--- src/rtl/iob_cache_arb_pkg.sv ---
// Shared constants for the iob cache arbiters: FSM state encoding and stats counter width.
package iob_cache_arb_pkg;

   typedef enum logic {
      ARB_IDLE = 1'b0,
      ARB_BUSY = 1'b1
   } arb_state_t;

   localparam int ARB_CNT_W = 16;

endpackage

--- src/rtl/iob_cache_rr_picker.sv ---
// Combinational rotate-priority encoder: first set request bit after i_last, wrapping around.
module iob_cache_rr_picker #(
   parameter int N_REQ = 4,
   parameter int REQ_W = $clog2(N_REQ)
) (
   input  logic [N_REQ-1:0] i_req,
   input  logic [REQ_W-1:0] i_last,
   output logic             o_found,
   output logic [REQ_W-1:0] o_idx
);

   int               w_cand;
   logic [REQ_W-1:0] w_sel;

   // Walk offsets from farthest to nearest so the nearest requester wins.
   always_comb begin
      o_found = 1'b0;
      o_idx   = '0;
      w_cand  = 0;
      w_sel   = '0;
      for (int i = N_REQ; i >= 1; i--) begin
         w_cand  = (int'(i_last) + i) % N_REQ;
         w_sel   = w_cand[REQ_W-1:0];
         o_found = o_found | i_req[w_sel];
         o_idx   = i_req[w_sel] ? w_sel : o_idx;
      end
   end

endmodule

--- src/rtl/iob_cache_write_arbiter.sv ---
// Round-robin arbiter sharing one cache back-end write channel between N_REQ requesters.
// Optional per-requester completion counters under macro IOB_CACHE_ARB_STATS_EN.
module iob_cache_write_arbiter
   import iob_cache_arb_pkg::*;
#(
   parameter int N_REQ  = 4,
   parameter int ADDR_W = 32,
   parameter int DATA_W = 32,
   parameter int NBYTES = 4,
   parameter int REQ_W  = $clog2(N_REQ)
) (
   input  logic                     clk_i,
   input  logic                     reset_i,
   input  logic [N_REQ-1:0]         req_valid_i,
   input  logic [N_REQ*ADDR_W-1:0]  req_addr_i,
   input  logic [N_REQ*DATA_W-1:0]  req_wdata_i,
   input  logic [N_REQ*NBYTES-1:0]  req_wstrb_i,
   output logic [N_REQ-1:0]         req_ready_o,
   output logic                     valid_o,
   output logic [ADDR_W-1:0]        addr_o,
   output logic [DATA_W-1:0]        wdata_o,
   output logic [NBYTES-1:0]        wstrb_o,
   input  logic                     ready_i,
   output logic [REQ_W-1:0]         grant_o,
`ifdef IOB_CACHE_ARB_STATS_EN
   input  logic                     stats_clr_i,
   output logic [N_REQ*ARB_CNT_W-1:0] grant_cnt_o,
`endif
   output logic                     busy_o
);

   arb_state_t       r_state, w_state_nxt;
   logic [REQ_W-1:0] r_grant, w_grant_nxt;
   logic [REQ_W-1:0] r_last, w_last_nxt;
   logic             w_found;
   logic [REQ_W-1:0] w_pick;
   logic             w_busy, w_valid, w_done, w_withdraw;

   logic [ADDR_W-1:0] w_addr  [N_REQ];
   logic [DATA_W-1:0] w_wdata [N_REQ];
   logic [NBYTES-1:0] w_wstrb [N_REQ];

   for (genvar k = 0; k < N_REQ; k++) begin : g_unpack
      assign w_addr[k]  = req_addr_i[k*ADDR_W +: ADDR_W];
      assign w_wdata[k] = req_wdata_i[k*DATA_W +: DATA_W];
      assign w_wstrb[k] = req_wstrb_i[k*NBYTES +: NBYTES];
   end

   iob_cache_rr_picker #(.N_REQ(N_REQ), .REQ_W(REQ_W)) u_picker (
      .i_req   (req_valid_i),
      .i_last  (r_last),
      .o_found (w_found),
      .o_idx   (w_pick)
   );

   assign w_busy     = (r_state == ARB_BUSY);
   assign w_valid    = w_busy & req_valid_i[r_grant];
   assign w_done     = w_valid & ready_i;
   assign w_withdraw = w_busy & ~req_valid_i[r_grant];

   // State, grant owner and priority pointer registers.
   always_ff @(posedge clk_i) begin
      if (reset_i) begin
         r_state <= ARB_IDLE;
         r_grant <= '0;
         r_last  <= REQ_W'(N_REQ - 1);
      end else begin
         r_state <= w_state_nxt;
         r_grant <= w_grant_nxt;
         r_last  <= w_last_nxt;
      end
   end

   // Grant is only loaded in IDLE, so it cannot move while BUSY.
   always_comb begin
      w_state_nxt = r_state;
      w_grant_nxt = r_grant;
      w_last_nxt  = r_last;
      case (r_state)
         ARB_IDLE: begin
            if (w_found) begin
               w_state_nxt = ARB_BUSY;
               w_grant_nxt = w_pick;
            end else begin
               w_state_nxt = ARB_IDLE;
            end
         end
         ARB_BUSY: begin
            if (w_done || w_withdraw) begin
               w_state_nxt = ARB_IDLE;
               w_last_nxt  = r_grant;
            end else begin
               w_state_nxt = ARB_BUSY;
            end
         end
         default: begin
            w_state_nxt = ARB_IDLE;
         end
      endcase
   end

   // Downstream handshake and payload mux; payload reads zero while idle.
   always_comb begin
      req_ready_o = '0;
      valid_o     = w_valid;
      busy_o      = w_busy;
      grant_o     = r_grant;
      if (w_done) begin
         req_ready_o[r_grant] = 1'b1;
      end else begin
         req_ready_o = '0;
      end
      if (w_busy) begin
         addr_o  = w_addr[r_grant];
         wdata_o = w_wdata[r_grant];
         wstrb_o = w_wstrb[r_grant];
      end else begin
         addr_o  = '0;
         wdata_o = '0;
         wstrb_o = '0;
      end
   end

`ifdef IOB_CACHE_ARB_STATS_EN
   logic [ARB_CNT_W-1:0] r_cnt [N_REQ];

   // Saturating completion counters; a clear wins over an increment.
   always_ff @(posedge clk_i) begin
      if (reset_i || stats_clr_i) begin
         for (int k = 0; k < N_REQ; k++) begin
            r_cnt[k] <= '0;
         end
      end else if (w_done && (r_cnt[r_grant] != {ARB_CNT_W{1'b1}})) begin
         r_cnt[r_grant] <= r_cnt[r_grant] + ARB_CNT_W'(1);
      end
   end

   for (genvar k = 0; k < N_REQ; k++) begin : g_cnt
      assign grant_cnt_o[k*ARB_CNT_W +: ARB_CNT_W] = r_cnt[k];
   end
`endif

endmodule
--- config.mk ---
export PLATFORM = sky130hd
export DESIGN_NAME = iob_cache_write_arbiter
export DESIGN_NICKNAME = d
export VERILOG_FILES = /design/src/rtl/iob_cache_arb_pkg.sv /design/src/rtl/iob_cache_rr_picker.sv /design/src/rtl/iob_cache_write_arbiter.sv
export SDC_FILE = /design/constraint.sdc
export NUM_CORES = 1
export LEC_CHECK = 0
export CAP_MARGIN = 20
export CORE_AREA = 2 2 139 141
export CTS_CLUSTER_DIAMETER = 50
export DETAILED_ROUTE_END_ITERATION = 6
export DIE_AREA = 0 0 141 143
export HOLD_SLACK_MARGIN = 0.03
export SYNTH_ARGS = -nofsm -noshare
export SYNTH_HDL_FRONTEND = slang
export SYNTH_HIERARCHICAL = 1
export SYNTH_SLANG_ARGS = --single-unit
export TNS_END_PERCENT = 50
--- constraint.sdc ---
create_clock -name clk_i -period 2.2 [get_ports clk_i]
set_input_delay 0.44 -clock clk_i [delete_from_list [all_inputs] [get_ports clk_i]]
set_output_delay 0.44 -clock clk_i [all_outputs]
set_load 0.03 [all_outputs]
Word level (Yosys, flattened, before mapping) --
Cells that the tools add are included.
Storage, ports and cells: flip-flop bits (word level) 5, input bits 279, output and inout port bits 76
Cells by class: $add $sub $neg 4, order comparisons 7, multiplexer cells 32, bitwise gates (word level) 9, reductions and logical operators 4
Operators by type and width (number):
- $mux W32 | 6
- $bmux W32 S2 | 2
- $mux W4 | 4
- $lt A2 B3 Y1 const B | 5
- $bmux W1 S2 | 5
- $bmux W4 S2 | 1
- $mux W1 | 8
- $mux W2 | 4
- $add A2 B1 Y2 const B | 2
- $add A2 B2 Y2 const B | 2
- $reduce_and A2 Y1 | 2
- $and A1 B1 Y1 | 3
- $ge A3 B3 Y1 const B | 1
- $not A2 Y3 | 1
- $or A1 B1 Y1 | 3
- $demux W1 S2 | 1
- $ge A2 B1 Y1 const B | 1
- $not A1 Y1 | 2
- $pmux W1 S2 | 1
- $logic_and A1 B1 Y1 | 1
- $logic_or A1 B1 Y1 | 1

Longest topological paths before layout --
depth after elaboration 8, mapped depth 5, gate-level depth less buffers 5

Modules after synthesis --
The synthesis kept the hierarchy.
Modules (own cells, without submodules):
- iob_cache_write_arbiter | instances 1, cells an instance 201, area each 2466.1 um2
- iob_cache_rr_picker | instances 1, cells an instance 14, area each 78.8 um2

Worst setup path after synthesis --
No wires, ideal clock.
path kind reg-to-output, start reg r_grant[0], in the netlist grant_o[0], end out req_ready_o[0], arrival 1882 ps, setup slack -122 ps, cell stages (with the launch flop) 6, buffers on the path 2, cell sequence dfxtp_1 -> buf_6 -> buf_12 -> mux2i_1 -> or2_2 -> nor3_1
Between the ends: cells in the longest elaborated chain, start to end 5, elaborated cells between the ends (all ways) 10
RTL lines:
- from (decl) | line iob_cache_write_arbiter.sv:33 | logic [REQ_W-1:0] r_grant, w_grant_nxt;
- from (signal assigned) | line iob_cache_write_arbiter.sv:69 | r_grant <= w_grant_nxt;
- $lt A2 B3 Y1 (implied by the code) (tied with other cells) | line iob_cache_write_arbiter.sv:109 | req_ready_o[r_grant] = 1'b1;
- $logic_and A1 B1 Y1 (implied by the code) / $mux W1 (equally long branches) | line iob_cache_write_arbiter.sv:109, iob_cache_write_arbiter.sv:57
- $mux W1 (implied by the code) / $and A1 B1 Y1 (equally long branches) | line iob_cache_write_arbiter.sv:109, iob_cache_write_arbiter.sv:57
- $demux W1 S2 / $and A1 B1 Y1 (equally long branches) | line iob_cache_write_arbiter.sv:109, iob_cache_write_arbiter.sv:58
- $mux W4 * | line iob_cache_write_arbiter.sv:108 | if (w_done) begin
- to (decl) | line iob_cache_write_arbiter.sv:18 | output logic [N_REQ-1:0] req_ready_o,
Every way passes the cells marked *; elsewhere a longest branch is shown, timed or not. The select of a mux whose other input is x is not followed.

Worst setup path in the final report --
start reg r_grant[0], in the netlist grant_o[0], end out wdata_o[22]
Between the ends: cells in the longest elaborated chain, start to end 5
RTL lines:
- $not A2 Y3 (implied by the code) | line iob_cache_write_arbiter.sv:115 | wdata_o = w_wdata[r_grant];
- $bmux W32 S2 | line iob_cache_write_arbiter.sv:115
- $mux W32 (implied by the code) (2 in a row) | line iob_cache_write_arbiter.sv:115
- $mux W32 | line iob_cache_write_arbiter.sv:113 | if (w_busy) begin
- to (decl) | line iob_cache_write_arbiter.sv:21 | output logic [DATA_W-1:0] wdata_o,
No other way between the ends. The select of a mux whose other input is x is not followed.

==> metrics.txt <==
failing checks setup timing; MaxCap Viol Count 0; initial core utilization 13.7%; GR peak layer met2; initial antenna violation count 0; YS warnings 6; Critical Path Source Type register; Layout area overhead 181%; WL per Instance 19.5 µm; achievable frequency 436 MHz; slew margin rel. 79.1%; DR iter-0 viols 116; Core ar. 0.0186 mm²; Clk Latency, worst-skew pair 230 ps; crit end category output pin; HP Class reg -> reg; Net Count, Synth 494; post-synthesis cell count 215; clk_skew 0.409 ps; htree depth 1; Fin. Hold Viols 0; clock slew at reported path FFs 30 ps; Die ar. 0.0202 mm²; CTS root buf clkbuf_16; nets@finish 868; Non-Filler Instances 822; residual DRC count 0; Synth area leader mux4_2; Buffers on Ports 354; Placement Setup Slack -339 ps; dpl cells 796; crit path kind reg -> out; setup ws final -94.4 ps; M2 GR Usage 28.2%; CP required 1760 ps; Synth top area share 60.2%; DIE HEIGHT 143 µm; R2R depth 7; Detailed Place HPWL 12500 µm; first-pass GRT wire length 22900 µm; Final min period 2290 ps; CP Max Fanout 7; syn_area_per_cell 11.8 µm²; total leakage power 0.00269 µW; gr ovfl total 0; Cell Pwr Density 385 mW/mm²; Fin Hold WS 509 ps; Setup-failing EPs final 29; Final Slew Violations 0; Synth top cells by count 68 x and2_1, 68 x mux4_2, 8 x buf_2, 8 x clkbuf_1, 8 x nor2_1; sequential fraction of the synthesis area 3.93%; Synth area leaders mux4_2 60%, and2_1 17%, buf_12 3.9%, dfxtp_1 3.9%, buf_2 1.6%; Initial DRT Pass Iterations 4; CTS tree done; final WL 16100 µm; Synth Cell Area 0.00254 mm²; M1 GR Usage 16.8%; unrepaired setup endpoints after global routing true; number of synthesized flops with an enable pin 0; IO Pins 355; Critical Path AT 1850 ps; die width 141 µm; # diodes 0; filler cell count 1836; antenna-violating nets left 0; hold depth 1; Worst VDD drop 0.391 mV; cts bufs inserted 3; Yosys reg bits 5; GPL Wtd Cong 0.899; Post-synth top flop dfxtp_1; largest net degree at the start of global routing 39; Global Route met3 Usage 3.49%; via count 3594; Synth async-reset ratio 0%; CTS Sinks 5; # rows 50; layout cells sized above 1 41.8%; period utilisation layout 104%; GRT Total Usage 14.7%; CTS max path bufs 2; vias in the first global route 3944; Worst Tran Pin Value 312 ps; Vias/cell 4.37; Cell variety after synth 32; outcome finished with violations
-- cell type report --
class                           count  area (µm²)  area share [%]
Clock buffer                        4        78.8            1.10
Inverter                            5        18.8           0.263
Multi-Input combinational cell    180        2400            33.6
Sequential cell                     5         109            1.52
Tap cell                          234         293            4.10
Timing Repair Buffer              394        4240            59.4
-- per-layer routing --
metal	share of wire (%)	wire length [µm]	vias up
met5	0	0	-
met4	0.98	157	0
met3	7.9	1260	18
met2	54	8740	197
met1	37	5890	1771
li1	-	-	1608
-- sequential cells by signal, summed over array words and instances, names as in the netlist --
register and cells:
busy_o 1, grant_o 2, r_last 2
-- critical path, cell delays in order, from the launching register on --
cell     delay [ps]
dfxtp_4         360
buf_12          130
buf_16          120
buf_12          130
buf_6           100
mux4_2          500
and2_4          160
buf_6           130
-- layout by cell type (no fill, tap or decap), drive strengths merged --
master,n
inv,5
or2,2
and3,1
bufbuf,1
buf,112
mux2i,4
a31oi,2
mux2,1
o311ai,1
a21oi,1
a21o,1
nand2b,3
nand2,6
mux4,68
nor2b,1
o21ai,1
nor2,8
nand3,1
o221ai,1
and2,68
a32o,1
clkdlybuf4s15,1
a211oi,1
clkbuf,4
o22ai,1
dfxtp,5
clkdlybuf4s50,280
a211o,1
a221o,1
nor3,3
and2b,2
-- timing repair --
action | CTS | global route
buffers inserted | 11 | 6
setup endpoints to repair | 71 | 71
pin swaps | 27 | 9
hold buffers | 0 | 0
endpoints found under the hold margin | 0 | 0
cloned | 6 | 0
gates resized for setup | 350 | 94
-- where the power goes --
group / leakage (µW) / internal (µW) / switching [µW]
clock network: 0.0000382 / 241 / 64.1
logic: 0.00261 / 1430 / 893
registers: 0.0000430 / 104 / 20.0
-- through the flow --
| step | TNS (ps) | total power [µW] | util, % | cell area [µm²] |
|---|---|---|---|---|
| after floorplan | 0 | 1130 | - | 2550 |
| after global placement | -15240 | 2040 | 34.5 | 6400 |
| after detailed placement | -15540 | 2070 | 34.5 | 6400 |
| after CTS | -3450 | 2680 | 37.5 | 6960 |
| after global routing | -2790 | 2890 | 38.4 | 7140 |
| final | -1010 | 2750 | 38.4 | 7140 |
-- worst paths after layout --
check,slack [ps],startpoint,endpoint
setup / recovery,-90,grant_o[0],wdata_o[22]
hold / removal,510,r_last[0],r_last[0]
setup reg to reg,440,grant_o[0],r_last[0]
hold reg to reg,510,r_last[0],r_last[0]
-- logic make-up after synthesis --
logic type             after synthesis  synth area share (%)
AOI/OAI and AO/OA                   12                  3.54
DFF                                  5                  3.93
muxes                               73                  62.2
buffers and inverters               30                  8.46
and+or+nand+nor                     95                  21.9
Power figures use the tool's default switching activity.
